[config.mk]
export PLATFORM = sky130hd
export DESIGN_NAME = alu_op_sequencer_flat
export DESIGN_NICKNAME = d
export VERILOG_FILES = /design/src/rtl/alu_op_sequencer_if.sv /design/src/rtl/alu_op_sequencer.sv /design/src/flat_wrapper.sv
export SDC_FILE = /design/constraint.sdc
export NUM_CORES = 1
export LEC_CHECK = 0
export ABC_AREA = 1
export BUFFER_PORTS_ARGS = -buffer_cell sky130_fd_sc_hd__buf_2
export CAP_MARGIN = 20
export CORE_ASPECT_RATIO = 0.7
export CORE_MARGIN = 3
export CORE_UTILIZATION = 41
export CTS_BUF_LIST = sky130_fd_sc_hd__clkbuf_8
export DETAILED_ROUTE_END_ITERATION = 8
export PLACE_DENSITY_LB_ADDON = 0.15
export REMOVE_ABC_BUFFERS = 1
export SETUP_SLACK_MARGIN = 0.3
export SYNTH_ARGS = -nofsm -noshare
export SYNTH_HDL_FRONTEND = slang
export SYNTH_SLANG_ARGS = --single-unit
[constraint.sdc]
create_clock -name clk -period 2.1 [get_ports clk]
set_input_delay 0.315 -clock clk [delete_from_list [all_inputs] [get_ports clk]]
set_output_delay 0.315 -clock clk [all_outputs]
set_load 0.01 [all_outputs]
[src/rtl/alu_op_sequencer_if.sv]
// alu_op_sequencer_if: request/result bundle between the ALU operand stage
// and its surroundings. The master side issues requests and consumes
// results; the slave side is the sequencer itself.
// With ALU_MULT_OVF_EN defined the bundle also carries mult_ovf.
interface alu_op_sequencer_if #(
    parameter int WIDTH   = 8,
    parameter int NUM_OPS = 7
);
    logic               in_valid;
    logic               in_ready;
    logic [2:0]         opcode;
    logic [WIDTH-1:0]   a;
    logic [WIDTH-1:0]   b;
    logic [WIDTH-1:0]   op_a;
    logic [WIDTH-1:0]   op_b;
    logic [NUM_OPS-1:0] sel;
    logic [WIDTH-1:0]   mult_result;
    logic               out_valid;
    logic               out_ready;
    logic               err_opcode;
`ifdef ALU_MULT_OVF_EN
    logic               mult_ovf;
`endif

`ifdef ALU_MULT_OVF_EN
    modport master (
        output in_valid, opcode, a, b, out_ready,
        input  in_ready, op_a, op_b, sel, mult_result, out_valid, err_opcode, mult_ovf
    );
    modport slave (
        input  in_valid, opcode, a, b, out_ready,
        output in_ready, op_a, op_b, sel, mult_result, out_valid, err_opcode, mult_ovf
    );
`else
    modport master (
        output in_valid, opcode, a, b, out_ready,
        input  in_ready, op_a, op_b, sel, mult_result, out_valid, err_opcode
    );
    modport slave (
        input  in_valid, opcode, a, b, out_ready,
        output in_ready, op_a, op_b, sel, mult_result, out_valid, err_opcode
    );
`endif
endinterface

[src/rtl/alu_op_sequencer.sv]
// alu_op_sequencer: accepts an opcode plus two operands, registers the
// operands for the logic/add/sub units, drives the one-hot output-mux
// select and runs a fixed-latency shift-add multiplier for MULT.
// Optional feature macro: ALU_MULT_OVF_EN (double-width accumulator and a
// mult_ovf flag for products that do not fit in WIDTH bits).
module alu_op_sequencer #(
    parameter int WIDTH   = 8,
    parameter int NUM_OPS = 7
) (
    input  logic              clk,
    input  logic              rst_n,
    alu_op_sequencer_if.slave bus
);

`ifdef ALU_MULT_OVF_EN
    localparam int ACC_W = 2 * WIDTH;
`else
    localparam int ACC_W = WIDTH;
`endif
    localparam int             CNT_W = $clog2(WIDTH + 1);
    localparam logic [CNT_W-1:0] LAST_ITER = CNT_W'(WIDTH - 1);

    typedef enum logic [1:0] {
        IDLE = 2'd0,
        EXEC = 2'd1,
        HOLD = 2'd2
    } state_t;

    state_t             state_q,       state_d;
    logic [WIDTH-1:0]   op_a_q,        op_a_d;
    logic [WIDTH-1:0]   op_b_q,        op_b_d;
    logic [NUM_OPS-1:0] sel_q,         sel_d;
    logic [WIDTH-1:0]   mult_result_q, mult_result_d;
    logic               out_valid_q,   out_valid_d;
    logic               err_opcode_q,  err_opcode_d;
    logic [ACC_W-1:0]   acc_q,         acc_d;
    logic [ACC_W-1:0]   mcand_q,       mcand_d;
    logic [WIDTH-1:0]   mplier_q,      mplier_d;
    logic [CNT_W-1:0]   cnt_q,         cnt_d;
    logic [ACC_W-1:0]   acc_sum;
`ifdef ALU_MULT_OVF_EN
    logic               mult_ovf_q,    mult_ovf_d;
`endif

    // Next-state and next-output logic for the IDLE -> (EXEC) -> HOLD flow.
    always_comb begin
        state_d       = state_q;
        op_a_d        = op_a_q;
        op_b_d        = op_b_q;
        sel_d         = sel_q;
        mult_result_d = mult_result_q;
        out_valid_d   = out_valid_q;
        err_opcode_d  = err_opcode_q;
        acc_d         = acc_q;
        mcand_d       = mcand_q;
        mplier_d      = mplier_q;
        cnt_d         = cnt_q;
`ifdef ALU_MULT_OVF_EN
        mult_ovf_d    = mult_ovf_q;
`endif
        acc_sum       = acc_q + (mplier_q[0] ? mcand_q : '0);

        unique case (state_q)
            IDLE: begin
                if (bus.in_valid) begin
                    op_a_d = bus.a;
                    op_b_d = bus.b;
                    case (bus.opcode)
                        3'd6: begin
                            sel_d    = NUM_OPS'(1) << 6;
                            acc_d    = '0;
                            mcand_d  = ACC_W'(bus.a);
                            mplier_d = bus.b;
                            cnt_d    = '0;
                            state_d  = EXEC;
                        end
                        3'd7: begin
                            sel_d        = '0;
                            err_opcode_d = 1'b1;
                            out_valid_d  = 1'b1;
                            state_d      = HOLD;
                        end
                        default: begin
                            sel_d       = NUM_OPS'(1) << bus.opcode;
                            out_valid_d = 1'b1;
                            state_d     = HOLD;
                        end
                    endcase
                end
            end
            EXEC: begin
                acc_d    = acc_sum;
                mcand_d  = mcand_q << 1;
                mplier_d = mplier_q >> 1;
                cnt_d    = cnt_q + CNT_W'(1);
                if (cnt_q == LAST_ITER) begin
                    mult_result_d = acc_sum[WIDTH-1:0];
                    out_valid_d   = 1'b1;
                    state_d       = HOLD;
`ifdef ALU_MULT_OVF_EN
                    mult_ovf_d    = (acc_sum[ACC_W-1:WIDTH] != '0);
`endif
                end
            end
            HOLD: begin
                if (bus.out_ready) begin
                    out_valid_d  = 1'b0;
                    sel_d        = '0;
                    err_opcode_d = 1'b0;
                    state_d      = IDLE;
`ifdef ALU_MULT_OVF_EN
                    mult_ovf_d   = 1'b0;
`endif
                end
            end
            default: begin
                state_d = IDLE;
            end
        endcase
    end

    // All state and registered outputs; async reset discards any partial product.
    always_ff @(posedge clk or negedge rst_n) begin
        if (!rst_n) begin
            state_q       <= IDLE;
            op_a_q        <= '0;
            op_b_q        <= '0;
            sel_q         <= '0;
            mult_result_q <= '0;
            out_valid_q   <= 1'b0;
            err_opcode_q  <= 1'b0;
            acc_q         <= '0;
            mcand_q       <= '0;
            mplier_q      <= '0;
            cnt_q         <= '0;
`ifdef ALU_MULT_OVF_EN
            mult_ovf_q    <= 1'b0;
`endif
        end else begin
            state_q       <= state_d;
            op_a_q        <= op_a_d;
            op_b_q        <= op_b_d;
            sel_q         <= sel_d;
            mult_result_q <= mult_result_d;
            out_valid_q   <= out_valid_d;
            err_opcode_q  <= err_opcode_d;
            acc_q         <= acc_d;
            mcand_q       <= mcand_d;
            mplier_q      <= mplier_d;
            cnt_q         <= cnt_d;
`ifdef ALU_MULT_OVF_EN
            mult_ovf_q    <= mult_ovf_d;
`endif
        end
    end

    assign bus.in_ready    = (state_q == IDLE);
    assign bus.op_a        = op_a_q;
    assign bus.op_b        = op_b_q;
    assign bus.sel         = sel_q;
    assign bus.mult_result = mult_result_q;
    assign bus.out_valid   = out_valid_q;
    assign bus.err_opcode  = err_opcode_q;
`ifdef ALU_MULT_OVF_EN
    assign bus.mult_ovf    = mult_ovf_q;
`endif

endmodule

[src/flat_wrapper.sv]
// flat-port wrapper written by rule: the top's interface ports become plain ports
module alu_op_sequencer_flat 
#(
    parameter int WIDTH   = 8,
    parameter int NUM_OPS = 7
)
  (clk, rst_n, bus_in_valid, bus_opcode, bus_a, bus_b, bus_out_ready, bus_in_ready, bus_op_a, bus_op_b, bus_sel, bus_mult_result, bus_out_valid, bus_err_opcode);
  alu_op_sequencer_if #(.WIDTH(WIDTH), .NUM_OPS(NUM_OPS)) bus_i ();
  input  logic clk;
  input  logic rst_n;
  input wire logic [$bits(bus_i.in_valid)-1:0] bus_in_valid;
  input wire logic [$bits(bus_i.opcode)-1:0] bus_opcode;
  input wire logic [$bits(bus_i.a)-1:0] bus_a;
  input wire logic [$bits(bus_i.b)-1:0] bus_b;
  input wire logic [$bits(bus_i.out_ready)-1:0] bus_out_ready;
  output wire logic [$bits(bus_i.in_ready)-1:0] bus_in_ready;
  output wire logic [$bits(bus_i.op_a)-1:0] bus_op_a;
  output wire logic [$bits(bus_i.op_b)-1:0] bus_op_b;
  output wire logic [$bits(bus_i.sel)-1:0] bus_sel;
  output wire logic [$bits(bus_i.mult_result)-1:0] bus_mult_result;
  output wire logic [$bits(bus_i.out_valid)-1:0] bus_out_valid;
  output wire logic [$bits(bus_i.err_opcode)-1:0] bus_err_opcode;
  assign bus_i.in_valid = bus_in_valid;
  assign bus_i.opcode = bus_opcode;
  assign bus_i.a = bus_a;
  assign bus_i.b = bus_b;
  assign bus_i.out_ready = bus_out_ready;
  assign bus_in_ready = bus_i.in_ready;
  assign bus_op_a = bus_i.op_a;
  assign bus_op_b = bus_i.op_b;
  assign bus_sel = bus_i.sel;
  assign bus_mult_result = bus_i.mult_result;
  assign bus_out_valid = bus_i.out_valid;
  assign bus_err_opcode = bus_i.err_opcode;
  alu_op_sequencer #(.WIDTH(WIDTH), .NUM_OPS(NUM_OPS)) u_core (.clk(clk), .rst_n(rst_n), .bus(bus_i));
endmodule
* Word-level counts from Yosys, hierarchy flattened
Cells that the tools add are included.
Cells by class: eq/ne operators 11, multiplexer cells 30, reductions and logical operators 11, shift operators 1, add/subtract/negate cells 2
Operators with widths (count):
- 2-to-1 mux 8 bit | 7
- case mux 8 bit (2 select lines) | 3
- case mux 7 bit (2 select lines) | 2
- 2-to-1 mux 7 bit | 2
- AND reduction 3 bit | 3
- adder 8 bit | 1
- 2-to-1 mux 2 bit | 4
- 2-to-1 mux 4 bit | 2
- case mux 4 bit (2 select lines) | 1
- left shift 1 x 3 -> 7 bit, first input constant | 1
- equality test 3 bit, second input constant | 2
- 2-to-1 mux 1 bit | 6
- != test 2 x 1 -> 1 bit, second input constant | 3
- != test 2 bit, second input constant | 3
- case mux 2 bit (3 select lines) | 1
- AND reduction 5 bit | 1
- adder 4 x 1 -> 4 bit, second input constant | 1
- equality test 4 x 3 -> 1 bit, second input constant | 1
- AND reduction 2 bit | 2
- AND reduction 4 bit | 1
- nonzero test 2 bit | 2
- case mux 1 bit (3 select lines) | 1
- nonzero test 3 bit | 1
- equality test 2 x 1 -> 1 bit, second input constant | 1
- other kinds (3) | 3
Word-level totals: input port bits 23, bits in registers 63, output and inout port bits 34

* Logic depth before layout (Yosys ltp)
Gate-level depths: netlist (run 1).
word-level depth 4, mapped depth 14

* Least setup slack after synthesis (run 1)
OpenSTA, ideal clock, no wires.
path type reg-to-reg, start point reg u_core.mplier_q[0], end point reg u_core.acc_q[4], arrival 1741 ps, library setup time 118 ps, slack 241 ps, required time 1982 ps, path buffers 1, clock period less this slack 1859 ps, cell stages (with the launch flop) 10, cell sequence dfrtp_1 -> clkbuf_1 -> nand2_1 -> inv_1 -> ha_1 -> or2_2 -> and2_1 -> or2_2 -> nand3_1 -> nand2_1
Between the ends: cells in the longest elaborated chain, start to end 3
Ends and longest elaborated chain:
- from (decl) | RTL line alu_op_sequencer.sv:38 | logic [WIDTH-1:0] mplier_q, mplier_d;
- from (signal assigned) | RTL line alu_op_sequencer.sv:149 | mplier_q <= mplier_d;
- 2-to-1 mux 8 bit | RTL line alu_op_sequencer.sv:61 | acc_sum = acc_q + (mplier_q[0] ? mcand_q : '0);
- adder 8 bit | RTL line alu_op_sequencer.sv:61
- case mux 8 bit (2 select lines) | RTL line alu_op_sequencer.sv:63 | unique case (state_q)
- to (signal assigned) | RTL line alu_op_sequencer.sv:132 | acc_q <= '0;
- to (signal assigned) | RTL line alu_op_sequencer.sv:147 | acc_q <= acc_d;
- to (decl) | RTL line alu_op_sequencer.sv:36 | logic [ACC_W-1:0] acc_q, acc_d;
Every way passes these cells. A chain may end at the register's enable or synchronous reset.

* Final worst setup path (run 1)
start point reg u_core.mplier_q[0], end point reg u_core.acc_q[6]
The elaborated chain is that of the path after synthesis.

==> key figures, run 1 <==
Status
  • Outcome: completed

Placement
  • I/O Buffers: 56
  • GPL Wtd Cong: 0.816
  • DP Area: 3500 um^2
  • Detailed Place HPWL: 4660 um
  • Placed cells: 528

Floorplanning
  • # rows: 26
  • Die area: 8820 um^2
  • Die Ht: 79.5 um
  • Core Footprint: 7380 um^2
  • # IOs: 57
  • Starting Density: 0.428
  • Overall die width: 111 um

Synthesis
  • Register area share after synthesis: 0.498
  • Ys flop type: dfrtp_1
  • Top cells by area, synth: dfrtp_1 (50%), nand2_1 (17%), inv_1 (4.9%)
  • #FFs+latches synth: 63
  • Synth warn: 0
  • Ys async rst share: 1.00
  • Count leader, synth: nand2_1
  • Post-Syn Instances: 384
  • Syn avg cell area: 8.24 um^2
  • Synth cell types: 31
  • Leading area contributor after synthesis: dfrtp_1
  • Post-synth EDFFs: 0
  • Synthesized area: 3160 um^2
  • Post-synth top area share: 0.498
  • Synth cell count leaders: nand2_1 (144), dfrtp_1 (63), inv_1 (41), o21ai_1 (26), nand3_1 (24)

Clock network
  • Worst-skew pair later-pin latency: 0.35 ns
  • Clk buf depth: 2
  • H-tree depth: 3
  • Clk root buf: clkbuf_8
  • CTS tree: yes
  • CTS Sinks: 63
  • Number of buffers created by CTS: 9
  • Reg clk slew, reported paths: 0.08 ns

Timing
  • TNS Setup: 0 ns
  • Final hold vios: 0
  • Worst-Margin Slew: 0.518 ns
  • Worst slew margin: 0.655
  • Fin crit period: 1.73 ns
  • Endpoints failing setup: 0
  • F_max: 0.578 GHz
  • Layout Skew: 0.0170 ns
  • Fin crit share: 0.823
  • Max Slew Vio Count: 0
  • RSZ-0062 raised after global routing: yes
  • Hold_ws: 0.174 ns

Global route
  • GR Util All Layers: 0.164
  • Vias in the first global route: 2381
  • Initial antenna violation count: 0
  • First-pass GRT wire length: 11500 um
  • Largest net degree at the start of global routing: 44
  • Gr ovfl total: 0

Power
  • Flop pwr share: 0.388
  • Portion of total power attributed to the clock network: 0.234
  • Comb power frac: 0.378
  • Cell Int Power: 3.12 mW
  • Sw Share: 0.382
  • Power Dens Cells: 1320 nW/um^2
  • Total power: 5.05 mW
  • Leakage power: 2.08 nW
  • Sw Pwr: 1.93 mW
  • Peak VDD IR: 0.461 mV

Final layout
  • Nets: 475
  • Post-Layout Cell Count: 546
  • Antenna fix cells: 0
  • Area growth syn-to-layout: 20.7%
  • Finished Cell Area: 3820 um^2
  • Layout cells sized above 1: 0.263

Worst setup path
  • CP Max Fanout: 5
  • Arrival time at the worst endpoint: 1.96 ns
  • Worst EP required: 2.33 ns
  • Setup crit end kind: register
  • Critical Path Start Type: register
  • Crit path kind: reg -> reg

Route
  • Post-route ant nets: 0
  • Residual DRC: 0
  • Via count: 2536
  • Initial DRC count: 165
  • Drt first pass iters: 5
  • Via density: 4.64
  • Routed WL: 6730 um
  • Wirelength per Cell: 12.3 um

Run
  • Max_cap viols: 0

Worst hold path
  • Hold Path Class: in -> reg
[metal layers]
metal  global-route usage  vias to the layer above  share of wire
li1                     -                     1326              -
met1                0.235                     1136           0.50
met2                0.228                       68           0.43
met3               0.0629                        6          0.060
met4               0.0504                        0          0.010
met5                    0                        -              0
[power by group through the flow]
stage	clock network [mW]	registers (mW)	logic, mW
global route	1.27	2.03	2.20
global placement	0	1.97	1.76
detailed placement	0	1.97	1.79
finish	1.18	1.96	1.91
floorplan	0	2.05	1.12
CTS	1.21	1.95	1.85
[stage by stage]
step / utilization / setup WS, ns
2_1_floorplan: - / 0.0491
3_3_place_gp: 0.474 / 0.249
6_report: 0.517 / 0.371
5_1_grt: 0.517 / 0.243
4_1_cts: 0.508 / 0.313
3_5_place_dp: 0.474 / 0.202
[flip-flops by register name (all words and copies together) (netlist names)]
register                cells
u_core.bus.sel              7
u_core.acc_q                8
u_core.bus.err_opcode       1
u_core.mcand_q              8
u_core.state_q              2
u_core.bus.mult_result      8
u_core.bus.op_a             8
u_core.bus.op_b             8
u_core.bus.out_valid        1
u_core.mplier_q             8
u_core.cnt_q                4
[final cells by class]
cell class	count	area, um^2
tap	98	123
timing repair buffer	61	333
multi-input combinational	263	1390
sequential	63	1580
fill	706	3570
inverter	45	174
clock inverter	7	97.6
clock buffer	9	124
[final timing paths]
check	startpoint	end	slack, ns	cells past startpoint
worst max-delay path	u_core.mplier_q[0]	u_core.acc_q[6]	0.37	13
worst min-delay path	bus_a[2]	u_core.bus.op_a[2]	0.17	3
worst max register to register	u_core.mplier_q[0]	u_core.acc_q[6]	0.37	13
worst min register to register	u_core.bus.mult_result[6]	u_core.bus.mult_result[6]	0.47	2
max in group asynchronous	rst_n	u_core.mplier_q[0]	0.99	3
min in group asynchronous	rst_n	u_core.bus.sel[4]	0.47	2
[cell usage in the layout, fill, tap and decap left out, types with 4 or more instances in the layout]
master / instances
inv_2: 4
o21ai_2: 6
a21oi_1: 4
nand2_1: 142
o22ai_1: 4
o21ai_1: 26
nand2_2: 9
o21ai_0: 7
ha_4: 4
dfrtp_1: 61
clkbuf_8: 9
inv_1: 40
nor2_1: 9
nand3_1: 22
buf_2: 56
[timing repair]
item,4_1_cts,5_1_grt
hold endpoints to repair,20,0
gates resized for setup,5,13
hold buffers,1,0
pin swaps,1,6
setup buffers,1,0
setup endpoints to repair,4,10
[worst max-delay path, stage by stage, from the launching register on]
cell and delay [ns]:
dfrtp_2 0.40, nand2_1 0.06, inv_1 0.05, ha_2 0.18, inv_2 0.04, fa_2 0.35
inv_2 0.06, nand2_2 0.04, nand2_2 0.06, nand3b_1 0.10, nand2_1 0.07, nand2_1 0.07
nand3_1 0.08, nand2_1 0.05
[cells by family after synthesis]
group | share of synthesized area
simple gates | 0.276
flops | 0.498
buf+inv | 0.0878
compound gates | 0.0918
fa+ha+maj | 0.0380
xor+xnor | 0.00831
Power figures use the tool's default switching activity.
==> run 2, diff against run 1 <==
clock period = 1.45 ns   (was 2.1 ns; I/O delays follow)
==> key figures, run 2 (synthesis gave the netlist of run 1 again) <==
Worst setup path
  • Critical Path Start Type: register
  • Worst EP required: 1.70 ns
  • Worst Reg2Reg Path Length in Cells: 13
  • Arrival time at the worst endpoint: 1.93 ns
  • Crit path kind: reg -> reg
  • Setup crit end kind: register
  • CP Max Fanout: 2

Clock network
  • Worst-skew pair later-pin latency: 0.36 ns
  • Clk root buf: clkbuf_8
  • CTS tree: yes
  • H-tree depth: 3
  • CTS Sinks: 63
  • Reg clk slew, reported paths: 0.08 ns
  • Number of buffers created by CTS: 9
  • Clk buf depth: 2

Placement
  • GPL Wtd Cong: 0.774
  • Detailed Place HPWL: 4810 um
  • I/O Buffers: 56

Timing
  • Endpoints failing setup: 13
  • Worst-Margin Slew: 0.383 ns
  • F_max: 0.594 GHz
  • Fin crit share: 1.16
  • Final hold vios: 0
  • Worst slew margin: 0.744
  • Fin crit period: 1.68 ns
  • Max Slew Vio Count: 0
  • TNS Setup: -2.20 ns
  • Final WS setup: -0.234 ns
  • Hold_ws: 0.0793 ns
  • RSZ-0062 raised after global routing: yes
  • Layout Skew: 0.0144 ns

Route
  • Initial DRC count: 184
  • Routed WL: 9680 um
  • Max Used Layer: met4
  • Post-route ant nets: 0
  • Met1 WL: 4280 um
  • Met3 wire length: 505 um
  • Met2 WL post-DR: 4720 um
  • Drt first pass iters: 4
  • Via density: 4.98
  • Via count: 3017
  • Residual DRC: 0
  • Wirelength per Cell: 16.0 um

Status
  • Outcome: complete, but fails checks
  • Failing checks: negative setup slack

Final layout
  • Commonest non-fill, non-tap cell in the layout: nand2_1
  • Layout cells sized above 1: 0.566
  • Number of fill cells: 528
  • Most frequent cells in the layout: nand2_1 (78), dfrtp_1 (61), buf_2 (54)
  • Nets: 534
  • Area growth syn-to-layout: 62.8%

Worst hold path
  • Hold path cells: 3
  • Hold Path Class: in -> reg

Floorplanning
  • # IOs: 57
  • Die area: 8820 um^2
  • Overall die width: 111 um
  • Die Ht: 79.5 um
  • Starting Density: 0.428
  • # rows: 26
  • Core Footprint: 7380 um^2

Power
  • Peak VDD IR: 0.863 mV
  • Flop pwr share: 0.309
  • Cell Int Power: 5.65 mW
  • Leakage power: 2.61 nW
  • Sw Pwr: 3.92 mW
  • Sw Share: 0.410
  • Comb power frac: 0.541
  • Portion of total power attributed to the clock network: 0.150
  • Power Dens Cells: 1860 nW/um^2

Run
  • Max_cap viols: 0

Global route
  • Initial antenna violation count: 0
  • Vias in the first global route: 2894
  • GR Util All Layers: 0.214
  • Gr ovfl total: 0
  • Largest net degree at the start of global routing: 64
  • First-pass GRT wire length: 14700 um
run 2: changes by cell type in the layout (fill, tap and decap cells not counted), moves of 13 or more:
cell	delta
buf_4	+14
buf_6	+26
nand2_1	-64
nand2_2	+41
nand2_4	+19
o21ai_2	+13
run 2: power by group through the flow:
stage	registers [mW]	clock network, mW	logic [mW]
6_report	2.96	1.44	5.17
5_1_grt	3.04	1.54	5.60
4_1_cts	2.86	1.44	4.49
3_5_place_dp	2.85	0	2.88
3_3_place_gp	2.83	0	2.83
2_1_floorplan	2.97	0	1.63
run 2: final timing paths:
| path | startpoint | endpoint | slack [ns] |
|---|---|---|---|
| max in group asynchronous | rst_n | u_core.state_q[0] | 0.76 |
| worst min register to register | u_core.bus.mult_result[4] | u_core.bus.mult_result[4] | 0.48 |
| worst max-delay path | u_core.mplier_q[0] | u_core.acc_q[6] | -0.23 |
| worst min-delay path | bus_b[0] | u_core.bus.op_b[0] | 0.08 |
| worst max register to register | u_core.mplier_q[0] | u_core.acc_q[6] | -0.23 |
| min in group asynchronous | rst_n | u_core.bus.sel[4] | 0.36 |
run 2: metrics by stage:
step                       util  setup WS (ns)  total power [mW]  std cells  instance area (um^2)
after floorplan               -         -0.601              4.59        371                  3060
after global placement    0.494         -0.283              5.66        546                  3640
after detailed placement  0.494         -0.332              5.72        546                  3640
after CTS                 0.643         -0.230              8.79        603                  4750
after global routing      0.697         -0.340              10.2        605                  5150
final                     0.697         -0.234              9.57        606                  5150
run 2: critical path, cell delays in order, from the launching register on:
cell and delay, ns:
dfrtp_1 0.36, nand2_1 0.06, inv_1 0.07, ha_2 0.18, inv_2 0.04, fa_2 0.34, inv_2 0.06, nand2_2 0.04
nand2_2 0.06, nand3b_1 0.10, nand2_1 0.09, nand2_2 0.07, nand3_2 0.06, nand2_1 0.05
run 2: repair_timing:
item / CTS / global route
hold endpoints to repair: 63 / 0
gates cloned: 9 / 1
resized for setup: 123 / 103
hold buffers: 1 / 0
endpoints found under the setup margin: 64 / 64
buffers inserted: 31 / 1
pin swaps: 50 / 45
run 2: per-layer routing:
| layer | up-vias | global-route usage |
|---|---|---|
| met1 | 1471 | 0.292 |
| met4 | 0 | 0.0738 |
| met2 | 76 | 0.335 |
| li1 | 1452 | - |
| met5 | - | 0 |
| met3 | 18 | 0.0530 |
run 2: area by class of cell:
class                   count  area, um^2  area share
repair buffers            119        1150       0.224
well taps                  98         123      0.0238
flip-flops and latches     63        1580       0.307
clock buffers               9         124      0.0241
inverters                  45         195      0.0379
clock inverters             7        55.1      0.0107
repair inverters            1        7.51     0.00146
multi-input cells         263        1910       0.371
diodes                      1        2.50    0.000486
